## src/rtl/reg_write_arbiter.sv

```systemverilog
// reg_write_arbiter
// Two-way round-robin arbiter that shares the single register-file write port
// between the vector ALU pipe (requester 0) and the memory load unit
// (requester 1). The winning request is captured in a one-stage output
// register, and that register drives the register file directly. A saturating
// counter records how many cycles both requesters contended while not stalled.

module reg_write_arbiter #(
  parameter int registerSize  = 16,
  parameter int vectorSize    = 4,
  parameter int selectionBits = 3,
  parameter int counterWidth  = 16
) (
  input  logic                                          clk,
  input  logic                                          reset,
  input  logic [1:0]                                    reqValid,
  output logic [1:0]                                    reqReady,
  input  logic [1:0]                                    reqScalar,
  input  logic [1:0][selectionBits-1:0]                 reqReg,
  input  logic [1:0][vectorSize-1:0][registerSize-1:0]  reqData,
  input  logic                                          stall,
  output logic                                          regWrEnSc,
  output logic                                          regWrEnVec,
  output logic [selectionBits-1:0]                      regToWrite,
  output logic [vectorSize-1:0][registerSize-1:0]       dataIn,
  output logic                                          lastGrant,
  output logic [counterWidth-1:0]                       conflictCount
);

  localparam logic [counterWidth-1:0] cnt_one = {{(counterWidth-1){1'b0}}, 1'b1};

  // Index of the requester that wins when both requesters are valid.
  logic prio;

  logic handshake;
  logic win_idx;
  logic contention;

  // Grant decode. It depends only on valid, stall, prio and reset, so there is
  // no path from the request payload to the ready signals. Reset forces the
  // grants low so that no handshake is seen while the block is held in reset.
  always_comb begin
    reqReady = 2'b00;
    if (reset && !stall) begin
      unique case (reqValid)
        2'b01:   reqReady = 2'b01;
        2'b10:   reqReady = 2'b10;
        2'b11:   reqReady = prio ? 2'b10 : 2'b01;
        default: reqReady = 2'b00;
      endcase
    end
  end

  // At most one ready bit is ever set, so the winner is simply ready[1].
  assign handshake  = |(reqValid & reqReady);
  assign win_idx    = reqReady[1];
  assign contention = (reqValid == 2'b11) && !stall;

  // Output stage. The enables pulse for one cycle per handshake. Address,
  // data and last-grant hold their values between writes.
  always_ff @(posedge clk or negedge reset) begin
    if (!reset) begin
      regWrEnSc  <= 1'b0;
      regWrEnVec <= 1'b0;
      regToWrite <= '0;
      dataIn     <= '0;
      lastGrant  <= 1'b0;
    end else if (handshake) begin
      regWrEnSc  <= reqScalar[win_idx];
      regWrEnVec <= ~reqScalar[win_idx];
      regToWrite <= reqReg[win_idx];
      dataIn     <= reqData[win_idx];
      lastGrant  <= win_idx;
    end else begin
      regWrEnSc  <= 1'b0;
      regWrEnVec <= 1'b0;
    end
  end

  // Round-robin pointer: after each grant, the loser gets priority next time.
  always_ff @(posedge clk or negedge reset) begin
    if (!reset) begin
      prio <= 1'b0;
    end else if (handshake) begin
      prio <= ~win_idx;
    end
  end

  // Conflict counter. It saturates at all-ones and does not wrap.
  always_ff @(posedge clk or negedge reset) begin
    if (!reset) begin
      conflictCount <= '0;
    end else if (contention && !(&conflictCount)) begin
      conflictCount <= conflictCount + cnt_one;
    end
  end

endmodule
```

## config.mk

```make
export PLATFORM = sky130hd
export DESIGN_NAME = reg_write_arbiter
export DESIGN_NICKNAME = d
export VERILOG_FILES = /design/src/rtl/reg_write_arbiter.sv
export SDC_FILE = /design/constraint.sdc
export NUM_CORES = 1
export LEC_CHECK = 0
export BUFFER_PORTS_ARGS = -buffer_cell sky130_fd_sc_hd__buf_2
export CAP_MARGIN = 20
export CORE_MARGIN = 1.5
export CORE_UTILIZATION = 37
export DETAILED_ROUTE_END_ITERATION = 10
export PLACE_DENSITY_LB_ADDON = 0.08
export SETUP_SLACK_MARGIN = 0.1
export SLEW_MARGIN = 25
export SYNTH_ARGS = -nofsm -noshare
export SYNTH_HDL_FRONTEND = slang
export SYNTH_SLANG_ARGS = --single-unit
```

## constraint.sdc

```tcl
create_clock -name clk -period 3.4 [get_ports clk]
set_input_delay 0.17 -clock clk [delete_from_list [all_inputs] [get_ports clk]]
set_output_delay 0.17 -clock clk [all_outputs]
set_load 0.005 [all_outputs]
```

# --- Yosys cells after proc, flatten, opt, wreduce, memory -nomap -nowiden ---
# Cells that the tools add are included.
word_totals:
  reg_bits: 87
  in_bits: 141
  output_inout_bits: 88
  wordCells: 36
op_classes:
  addsub: 1
  order_cmp: 1
  n_eq_ne: 3
  n_mux: 11
  n_bitwise: 3
  n_reduce_logical: 7
ops:
  columns: ["op", "count"]
  rows:
  - ["$mux W64", 2]
  - ["$add A16 B1 Y16 const B", 1]
  - ["$reduce_and A16 Y1", 1]
  - ["$mux W3", 2]
  - ["$pmux W2 S3", 1]
  - ["$eq A2 B2 Y1 const B", 2]
  - ["$mux W1", 4]
  - ["$mux W2", 2]
  - ["$logic_and A1 B1 Y1", 3]
  - ["$and A2 B2 Y2", 1]
  - ["$eq A2 B1 Y1 const B", 1]
  - ["$logic_not A1 Y1", 2]
  - ["$lt A1 B2 Y1 const B", 1]
  - ["$not A1 Y1", 2]
  - ["$reduce_or A2 Y1", 1]

# --- Longest topological paths before layout ---
logic_depth:
  ltp_word: 7
  ltp_mapped: 7

# --- Least setup slack after synthesis ---
# No wires, ideal clock.
synth_timing:
  kind: "flip-flop to flip-flop"
  start: "register conflictCount[0]"
  end: "register conflictCount[1]"
  arrival_ns: 1.435
  t_required_ns: 3.275
  path_slack_ns: 1.840
  stages_incl_launch_ff: 6
  n_path_buf: 1
  path_cell_list: "dfrtp_1 ha_1 and4_1 buf_4 a21oi_2 mux2_4"
synth_between:
  elab_chain_cells: 3
  elab_cells_between_ends: 4
  classes_between: "add/sub (1); reduce/logical (3)"
synth_rtl:
  columns: ["element", "line_no", "text"]
  rows:
  - ["start: declaration", "27", "output logic [counterWidth-1:0] conflictCount"]
  - ["start signal: assignment", "94", "conflictCount <= conflictCount + cnt_one;"]
  - ["parallel branches: the longest is 3 deep, another holds $add A16 B1 Y16", null, null]
# Parallel ways; which one is timed is not known.
# A chain may end at the register's enable or synchronous reset.

# --- Worst setup path after layout ---
layout_timing:
  start: "input port reset"
  end: "output port reqReady[1]"
layout_between:
  elab_chain_cells: 2
layout_rtl:
  columns: ["element", "line_no", "text"]
  rows:
  - ["start: declaration", "15", "input logic reset,"]
  - ["$logic_and A1 B1 Y1", "44", "if (reset && !stall) begin"]
  - ["$mux W2", "44", null]
  - ["end: declaration", "17", "output logic [1:0] reqReady,"]
# No other way between the ends.

==> results.toml <==
[setup_path]
cp_max_fo = 38
crit_path_end_kind = "output port"
worstPathRequired_ns = 3.23
cp-start-kind = "input port"
r2r_cells = 5
cp.arrival_ns = 2.47
path_class = "in2out"

[run]
max_cap_violations = 0

[floorplan]
core_sq_mm = 0.00973
dieHeight_microns = 103
die_area_sq_mm = 0.0106
start_util = 0.381
rows = 36
io_pins = 229
dieWidth_microns = 103

[routing]
wl_per_cell_microns = 15.8
first_pass_iters = 9
ant_nets = 0
drtIter0Drc = 334
num_vias = 3577
drc = 0
routed_via_density = 5.28
drt-total-wl_microns = 10700

[timing]
holdWs_ns = 0.0587
fmax_ghz = 0.379
worstMarginPinSlew_ns = 0.742
relSlewSlack = 0.504
min_period_ns = 2.64
skew_ns = 0.0136
hold_violations = 0
fin_setup_tns_ns = 0
rsz0062_at_grt = "no"
slew_violations = 0
finalCritPeriodShare = 0.776
final-setup-viol-count = 0

[synth]
synth_cells = 320
synth_area_sq_mm = 0.00370
yosysMostFrequentCell = "dfrtp_1"
yosys-top-cells-area = "dfrtp_1 59%, a222oi_1 18%, inv_1 6.8%"
synth_fp_nets = 462
ys_seq_area_frac = 0.588
ys_seq_elements = 87
yosysUniqueCellTypes = 38
yosys_warnings = 0
avgSynthCellArea_sq_um = 11.6
synth_top_area_cell = "dfrtp_1"
async_flop_share = 1.00
synth_edf_count = 0
synthTopCellsByCount = "87 x dfrtp_1, 67 x a222oi_1, 67 x inv_1"
synth_top_cell_area_share = 0.588
ys.flop_type = "dfrtp_1"

[power_and_ir_drop]
ir_drop_mv = 0.252
powerDensity_mw_per_mm2 = 544
p_leak_nw = 3.05

[clock_network]
cts.sinks = 87
worstSkewPairLatency_ns = 0.34
cts_root_buffer = "clkbuf_8"
clkTransAtPathRegs_ns = 0.09
postCtsSetupRepairBufs = 0
htree_num_levels = 3
cts_buffer_depth = 2
cts_buffers = 9
cts_tree = "done"

[grt]
grt.total_usage = 0.187
grt_pass1_vias = 3100
antenna_found_initial = 0
grt_max_degree = 52
grt_overflow = 0
grt_pass1_wl_microns = 15200

[placement]
placed_area_sq_mm = 0.00494
dpl.hpwl_microns = 7870
port_buffers = 228
place_congestion = 0.832

[finish]
syn_to_final_growth_pct = 40.5
drive_above_1_share = 0.463
antenna_cells = 0
final_area_sq_mm = 0.00520
final_nets = 683

[hold_path]
hold_path.class = "in2reg"
min_path_cells = 3

[status]
outcome = "complete, no violations"
## worst paths after layout
check                                            from                           end  slack [ns]
worst max-delay path                            reset                   reqReady[1]        0.76
worst min-delay path                      reqData[55]        dataIn[55]$_DFFE_PN0P_        0.06
worst max register to register       prio$_DFFE_PN0P_        dataIn[52]$_DFFE_PN0P_        1.60
worst min register to register  lastGrant$_DFFE_PN0P_         lastGrant$_DFFE_PN0P_        0.47
max in group asynchronous                       reset        dataIn[31]$_DFFE_PN0P_        2.05
min in group asynchronous                       reset  conflictCount[9]$_DFFE_PN0P_        0.31
## worst max-delay path: stages
cell and delay (ns):
dlygate4sd3_1 0.53, buf_4 0.39, nor2b_1 0.35, and3_2 0.47, buf_4 0.36, buf_2 0.17
## where the power goes
group	switching, mW	total, mW	internal [mW]
combinational	0.286	0.599	0.314
sequential	0.128	1.34	1.21
clock	0.333	0.889	0.555
total	0.747	2.83	2.08
## per-stage QoR
| step | setup slack (ns) | instances | total power, mW | utilization |
|---|---|---|---|---|
| finish | 0.763 | 677 | 2.83 | 0.535 |
| global route | 0.570 | 677 | 3.00 | 0.535 |
| floorplan | 1.84 | 320 | 1.60 | - |
| CTS | 0.735 | 677 | 2.87 | 0.535 |
| detailed placement | 1.03 | 662 | 1.97 | 0.508 |
| global placement | 1.08 | 662 | 1.96 | 0.508 |
## metal layers
layer	routed length [microns]	up-vias	track usage	share of wire
met2	5290	185	0.297	0.49
met5	0	-	0	0
li1	-	1671	-	-
met4	150	0	0.0696	0.014
met1	4380	1709	0.257	0.41
met3	904	12	0.0319	0.084
## state kept, by name, summed over array words and instances (netlist names)
signal         count
lastGrant          1
dataIn            64
regToWrite         3
regWrEnSc          1
conflictCount     16
regWrEnVec         1
prio               1
## logic make-up after synthesis
family | synth area share
buffers and inverters | 0.100
AOI/OAI and AO/OA | 0.219
DFF | 0.588
and+or+nand+nor | 0.0713
xor gates and xnor gates | 0.0118
muxes | 0.00676
adders and majority gates | 0.00338
## area by class of cell
type | instances | area, sq um
Multi-Input combinational cell | 142 | 1170
Clock inverter | 4 | 120
Timing Repair Buffer | 234 | 1190
Tap cell | 133 | 166
Sequential cell | 87 | 2180
Fill cell | 942 | 4530
Inverter | 67 | 251
Clock buffer | 10 | 128
## placed cells by master (no fill, tap or decap), types with 3 or more instances in the layout
cell	n
a222oi_1	67
nand2_1	6
a41oi_1	3
a21oi_1	5
bufinv_16	4
nor2_1	3
a31oi_1	3
nor3_1	6
inv_1	67
clkbuf_8	9
dfrtp_1	87
nand3_1	7
and3_1	4
buf_2	227
o21ai_0	5
buf_4	6
xor2_1	4
## what timing repair did
item,CTS,global route
endpoints found under the hold margin,36,0
resized for setup,0,0
hold buffers,1,0
(Power assumes the default switching activity.)
